===== config.mk =====
export PLATFORM = sky130hd
export DESIGN_NAME = rename_register_file
export DESIGN_NICKNAME = d
export VERILOG_FILES = /design/src/rtl/rename_register_file.sv
export SDC_FILE = /design/constraint.sdc
export NUM_CORES = 2
export LEC_CHECK = 0
export CORE_MARGIN = 2
export CORE_UTILIZATION = 54
export DETAILED_ROUTE_END_ITERATION = 8
export PLACE_DENSITY_LB_ADDON = 0.2
export SLEW_MARGIN = 40
export SYNTH_ARGS = -nofsm -noshare
export SYNTH_HDL_FRONTEND = slang
export SYNTH_SLANG_ARGS = --single-unit

===== constraint.sdc =====
create_clock -name clk -period 6.3 [get_ports clk]
set_input_delay 0.63 -clock clk [delete_from_list [all_inputs] [get_ports clk]]
set_output_delay 0.63 -clock clk [all_outputs]
set_load 0.03 [all_outputs]

===== src/rtl/rename_register_file.sv =====
// rename_register_file: architectural register file with rename tags, fed by decoder issue and ROB commit/exception.
// Ports: clk, rst (async active-low); decoder issue (rs1/rs2/rd/pc); ROB commit (rd/pc/data) and exception;
// registered operand outputs to the reservation station (data, busy, tag per source, is_valid_to_rs).
// Optional: define RF_COMMIT_FORWARD_EN to bypass a same-cycle matching commit into the operand read.
module rename_register_file #(
  parameter int RegNum        = 32,
  parameter int RegAddrLength = 4,
  parameter int DataLength    = 31,
  parameter int PcLength      = 31
) (
  input  logic                   clk,
  input  logic                   rst,
  input  logic                   is_issue_from_decoder,
  input  logic [RegAddrLength:0] rs1_from_decoder,
  input  logic [RegAddrLength:0] rs2_from_decoder,
  input  logic [RegAddrLength:0] rd_from_decoder,
  input  logic [PcLength:0]      pc_from_decoder,
  input  logic                   is_commit_from_rob,
  input  logic [RegAddrLength:0] commit_rd_from_rob,
  input  logic [PcLength:0]      commit_pc_from_rob,
  input  logic [DataLength:0]    commit_data_from_rob,
  input  logic                   is_exception_from_rob,
  output logic [DataLength:0]    data1_to_rs,
  output logic [DataLength:0]    data2_to_rs,
  output logic                   is_busy1_to_rs,
  output logic                   is_busy2_to_rs,
  output logic [PcLength:0]      tag1_to_rs,
  output logic [PcLength:0]      tag2_to_rs,
  output logic                   is_valid_to_rs
);
  logic [DataLength:0] data_q [RegNum];
  logic [PcLength:0]   tag_q  [RegNum];
  logic [RegNum-1:0]   busy_q;
  logic                take;
  logic                b1, b2;
  logic [PcLength:0]   t1, t2;
  logic [DataLength:0] d1, d2;

  assign take = is_issue_from_decoder && !is_exception_from_rob;

  // Reads use pre-edge state, so an instruction renaming its own source sees the old mapping.
  function automatic void read_src(input logic [RegAddrLength:0] rs, output logic busy,
                                   output logic [PcLength:0] tag, output logic [DataLength:0] data);
    logic pend, fwd;
    pend = rs != '0 && busy_q[rs];
`ifdef RF_COMMIT_FORWARD_EN
    fwd = pend && is_commit_from_rob && commit_rd_from_rob == rs && commit_pc_from_rob == tag_q[rs];
`else
    fwd = 1'b0;
`endif
    busy = pend && !fwd;
    tag  = busy ? tag_q[rs] : '0;
    data = fwd ? commit_data_from_rob : (pend || rs == '0) ? '0 : data_q[rs];
  endfunction

  always_comb begin
    read_src(rs1_from_decoder, b1, t1, d1);
    read_src(rs2_from_decoder, b2, t2, d2);
  end

  always_ff @(posedge clk or negedge rst) begin
    if (!rst) begin
      busy_q         <= '0;
      for (int i = 0; i < RegNum; i++) begin
        data_q[i] <= '0;
        tag_q[i]  <= '0;
      end
      data1_to_rs    <= '0;
      data2_to_rs    <= '0;
      is_busy1_to_rs <= 1'b0;
      is_busy2_to_rs <= 1'b0;
      tag1_to_rs     <= '0;
      tag2_to_rs     <= '0;
      is_valid_to_rs <= 1'b0;
    end else begin
      // Commit data always lands (even on exception); busy clears only if this commit is still the owner.
      if (is_commit_from_rob && commit_rd_from_rob != '0) begin
        data_q[commit_rd_from_rob] <= commit_data_from_rob;
        if (tag_q[commit_rd_from_rob] == commit_pc_from_rob) busy_q[commit_rd_from_rob] <= 1'b0;
      end
      // Later assignments override the commit's busy clear: exception flushes all, issue re-claims rd.
      if (is_exception_from_rob) begin
        busy_q <= '0;
        for (int i = 0; i < RegNum; i++) tag_q[i] <= '0;
      end else if (is_issue_from_decoder && rd_from_decoder != '0) begin
        busy_q[rd_from_decoder] <= 1'b1;
        tag_q[rd_from_decoder]  <= pc_from_decoder;
      end
      is_valid_to_rs <= take;
      if (take) begin
        data1_to_rs    <= d1;
        data2_to_rs    <= d2;
        is_busy1_to_rs <= b1;
        is_busy2_to_rs <= b2;
        tag1_to_rs     <= t1;
        tag2_to_rs     <= t2;
      end
    end
  end
endmodule


==> impl_results.md <==
* Detail Placement HPWL at 282,000 um
* Ports at 252
* Max-cap viol count at 0
* CP Max Fanout at 31
* Net Count, Synth at 10.3k
* Setup TNS at 0 ns
* Via count of the first global-routing pass at 95.4k
* Sequential element share of the synthesized area at 44.6%
* Total track usage at 40.5%
* Most common cell after layout, fill and taps aside: dfrtp_1
* Area growth from synthesis to layout at 12.0%
* P per Cell Area at 273 nW/um^2
* Post-Syn Area at ~120,000 sq um
* Filler cells at 17.4k
* Setup slack at placement at 0.616 ns
* Post-route ant nets at 0
* CP required at 7.06 ns
* H-tree lvl count at 4
* Slew of the pin with the lowest slew margin at 1.05 ns
* Synth unique cells at 38
* Hold Slack at 0.195 ns
* CTS tree: yes
* Crit Path Category: input pin to register
* Leak at 0.0567 uW
* Antenna violations before repair at 41
* Syn Inst Count at slightly above 10k
* Core area at approximately 230,000 sq um
* RSZ-0062 raised after global routing: no
* Hold path startpoint: pc_from_decoder[5]
* Synth area leaders: dfrtp_1, mux4_2, mux2_2
* Clock buffer depth at 3
* First-pass GRT wire length at between 600,000 and 700,000 um
* Final Cell Area at 139,000 sq um
* IO Port Bufs at 251
* CTS buffer count at roughly 230
* DR WL/cell at 36.2 um
* R2R Setup Slk at 2.08 ns
* Pin count of the biggest net entering global routing at around 160
* Synth top area share at 44.6%
* Clock-pin slew on the worst setup and hold paths at 0.06 ns
* Starting Density at 54.5%
* # rows at 175
* Seq. cell area at ~55,000 sq um
* Reg-to-Reg Start: tag_q[715]
* Share of cells above drive strength 1 at 32.0%
* Vias post-DR at 95.3k
* DR pass1 iterations at 8
* GP Congestion at roughly 1.0
* Post-synthesis register bit count at 2,211
* Setup crit start kind: input pin
* Final core utilization at 61.0%
* DRC at 0
* Leading area contributor after synthesis: dfrtp_1
* Tmin final at around 5.0 ns
* Area of the multi-input gates at 65,400 sq um
* Data arrival, critical path at 5.77 ns
* Slack of the critical path at roughly 1.3 ns
* Total Wirelength at 474,000 um
* Vias per cell at 7.28
* Clock skew at approximately 0.069 ns
* CTS Root Buffer Type: clkbuf_16
* Die H at 483 um
* Count of final hold-check violations at 0
* Hold depth at 3
* Peak supply drop at 0.000246 V
* Setup crit end kind: register
* Fmax at 200 MHz
* Iter 0 DRT Violations at 14.8k
* Final Cycle Share at 79.5%
* Nets at 9,986
* FF-to-FF End: busy_q[31]
* DIE AREA at 234,000 sq um
* Reg2reg path depth at 10
* Die W at about 480 um
* Final Max Slew Viols at 0
* Hold WC Path Type: input pin to register
* Status: complete, no violations
* Slew Limit Headroom at approximately 30%
* Final number of setup-violating endpoints at 0
* Ys Warns at 0
* Worst Hold End: tag_q[869]
* Congestion Overflow GR at 0
* Placed Area at 130,000 sq um
* Clock Latency Late Sink at 0.93 ns
* Most frequent cells in the layout: dfrtp_1, nand2_1, mux4_2, a21oi_1, mux2_2
* CTS Sinks at about 2.2k
* Avg Inst Size Synth at 12.2 sq um
worst max path at each step:
stage / startpoint / end / slack, ns / cells after the start
floorplan: commit_rd_from_rob[1] / busy_q[21] / 2.88 / 12
global placement: commit_rd_from_rob[2] / busy_q[28] / 0.71 / 11
detailed placement: commit_rd_from_rob[2] / busy_q[31] / 0.62 / 11
CTS: commit_rd_from_rob[2] / busy_q[31] / 1.56 / 11
global route: commit_rd_from_rob[0] / busy_q[8] / 1.40 / 11
finish: commit_rd_from_rob[4] / busy_q[31] / 1.29 / 12
layout make-up:
cell class,count,share of cell area [%]
Multi-Input combinational cell,6854,47.0
Clock buffer,309,4.72
Inverter,2,0.00540
Clock inverter,121,1.42
Tap cell,3009,2.71
Antenna cell,24,0.0432
Sequential cell,2211,39.8
Timing Repair Buffer,563,4.26
layer usage:
metal | track usage, % | wire, um | vias up
li1 | - | - | 37000
met4 | 24.1 | 34100 | 22
met3 | 13.4 | 64900 | 1897
met5 | 0 | 131 | -
met1 | 53.8 | 170000 | 49000
met2 | 58.0 | 205000 | 7412
what timing repair did:
item                      4_1_cts  5_1_grt
hold endpoints to repair       53        0
buffers inserted                0        0
resized for setup               0        0
hold buffers                    1        0
kinds of logic (layout without fill, tap and decap cells):
kind of cell    Yosys count  count (layout)  synth area share, %
compound gates         1448            1448                 6.20
mux                    2934            2934                 37.8
other cells               0              24                    0
simple gates           2472            2472                 8.00
buf+inv                1094             995                 3.46
flops                  2211            2211                 44.6
Yosys cell counts, drive strengths merged:
library cell and n:
or3b 3, mux2i 642, a22oi 1, buf 258
clkbuf 834, mux2 992, a311oi 16, nand2 2162
and2 2, nor3 9, or4 17, a211oi 21
a21oi 1018, nand4bb 6, or2 14, o22ai 256
nand2b 3, o21ai 130, and3 27, nand3b 9
nor4 58, o31ai 6, or3 3, and3b 5
nor2 92, nand4 6, nor2b 33, nor3b 7
or4b 4, mux4 1300, nand4b 4, dfrtp 2211
inv 2, nand3 8
registers in the layout, summed over array words and instances (netlist names):
register,count
busy_q,32
data1_to_rs,32
data2_to_rs,32
data_q,1024
is_busy1_to_rs,1
is_busy2_to_rs,1
is_valid_to_rs,1
tag1_to_rs,32
tag2_to_rs,32
tag_q,1024
report_power, final:
group          internal (uW)  leakage, uW  switching (uW)
registers              15600       0.0296            1030
clock network           9040      0.00416            6320
logic                   3130       0.0229            2840
total                  27800       0.0567           10200
per-stage QoR:
| step | power, uW | cells |
|---|---|---|
| 2_1_floorplan | 20700 | 10200 |
| 3_3_place_gp | 22400 | 12600 |
| 3_5_place_dp | 22800 | 12600 |
| 4_1_cts | 38000 | 13100 |
| 5_1_grt | 39100 | 13100 |
| 6_report | 38000 | 13100 |
critical path, cell delays in order:
cell             delay [ns]
clkdlybuf4s50_1        0.74
buf_4                  0.35
or4b_2                 0.46
buf_4                  0.47
o22ai_1                0.17
nor4_1                 0.63
a21oi_1                0.25
nor4_1                 0.94
nand4_1                0.29
nor4_4                 0.21
buf_4                  0.39
a311oi_1               0.18
Power figures use the tool's default switching activity.
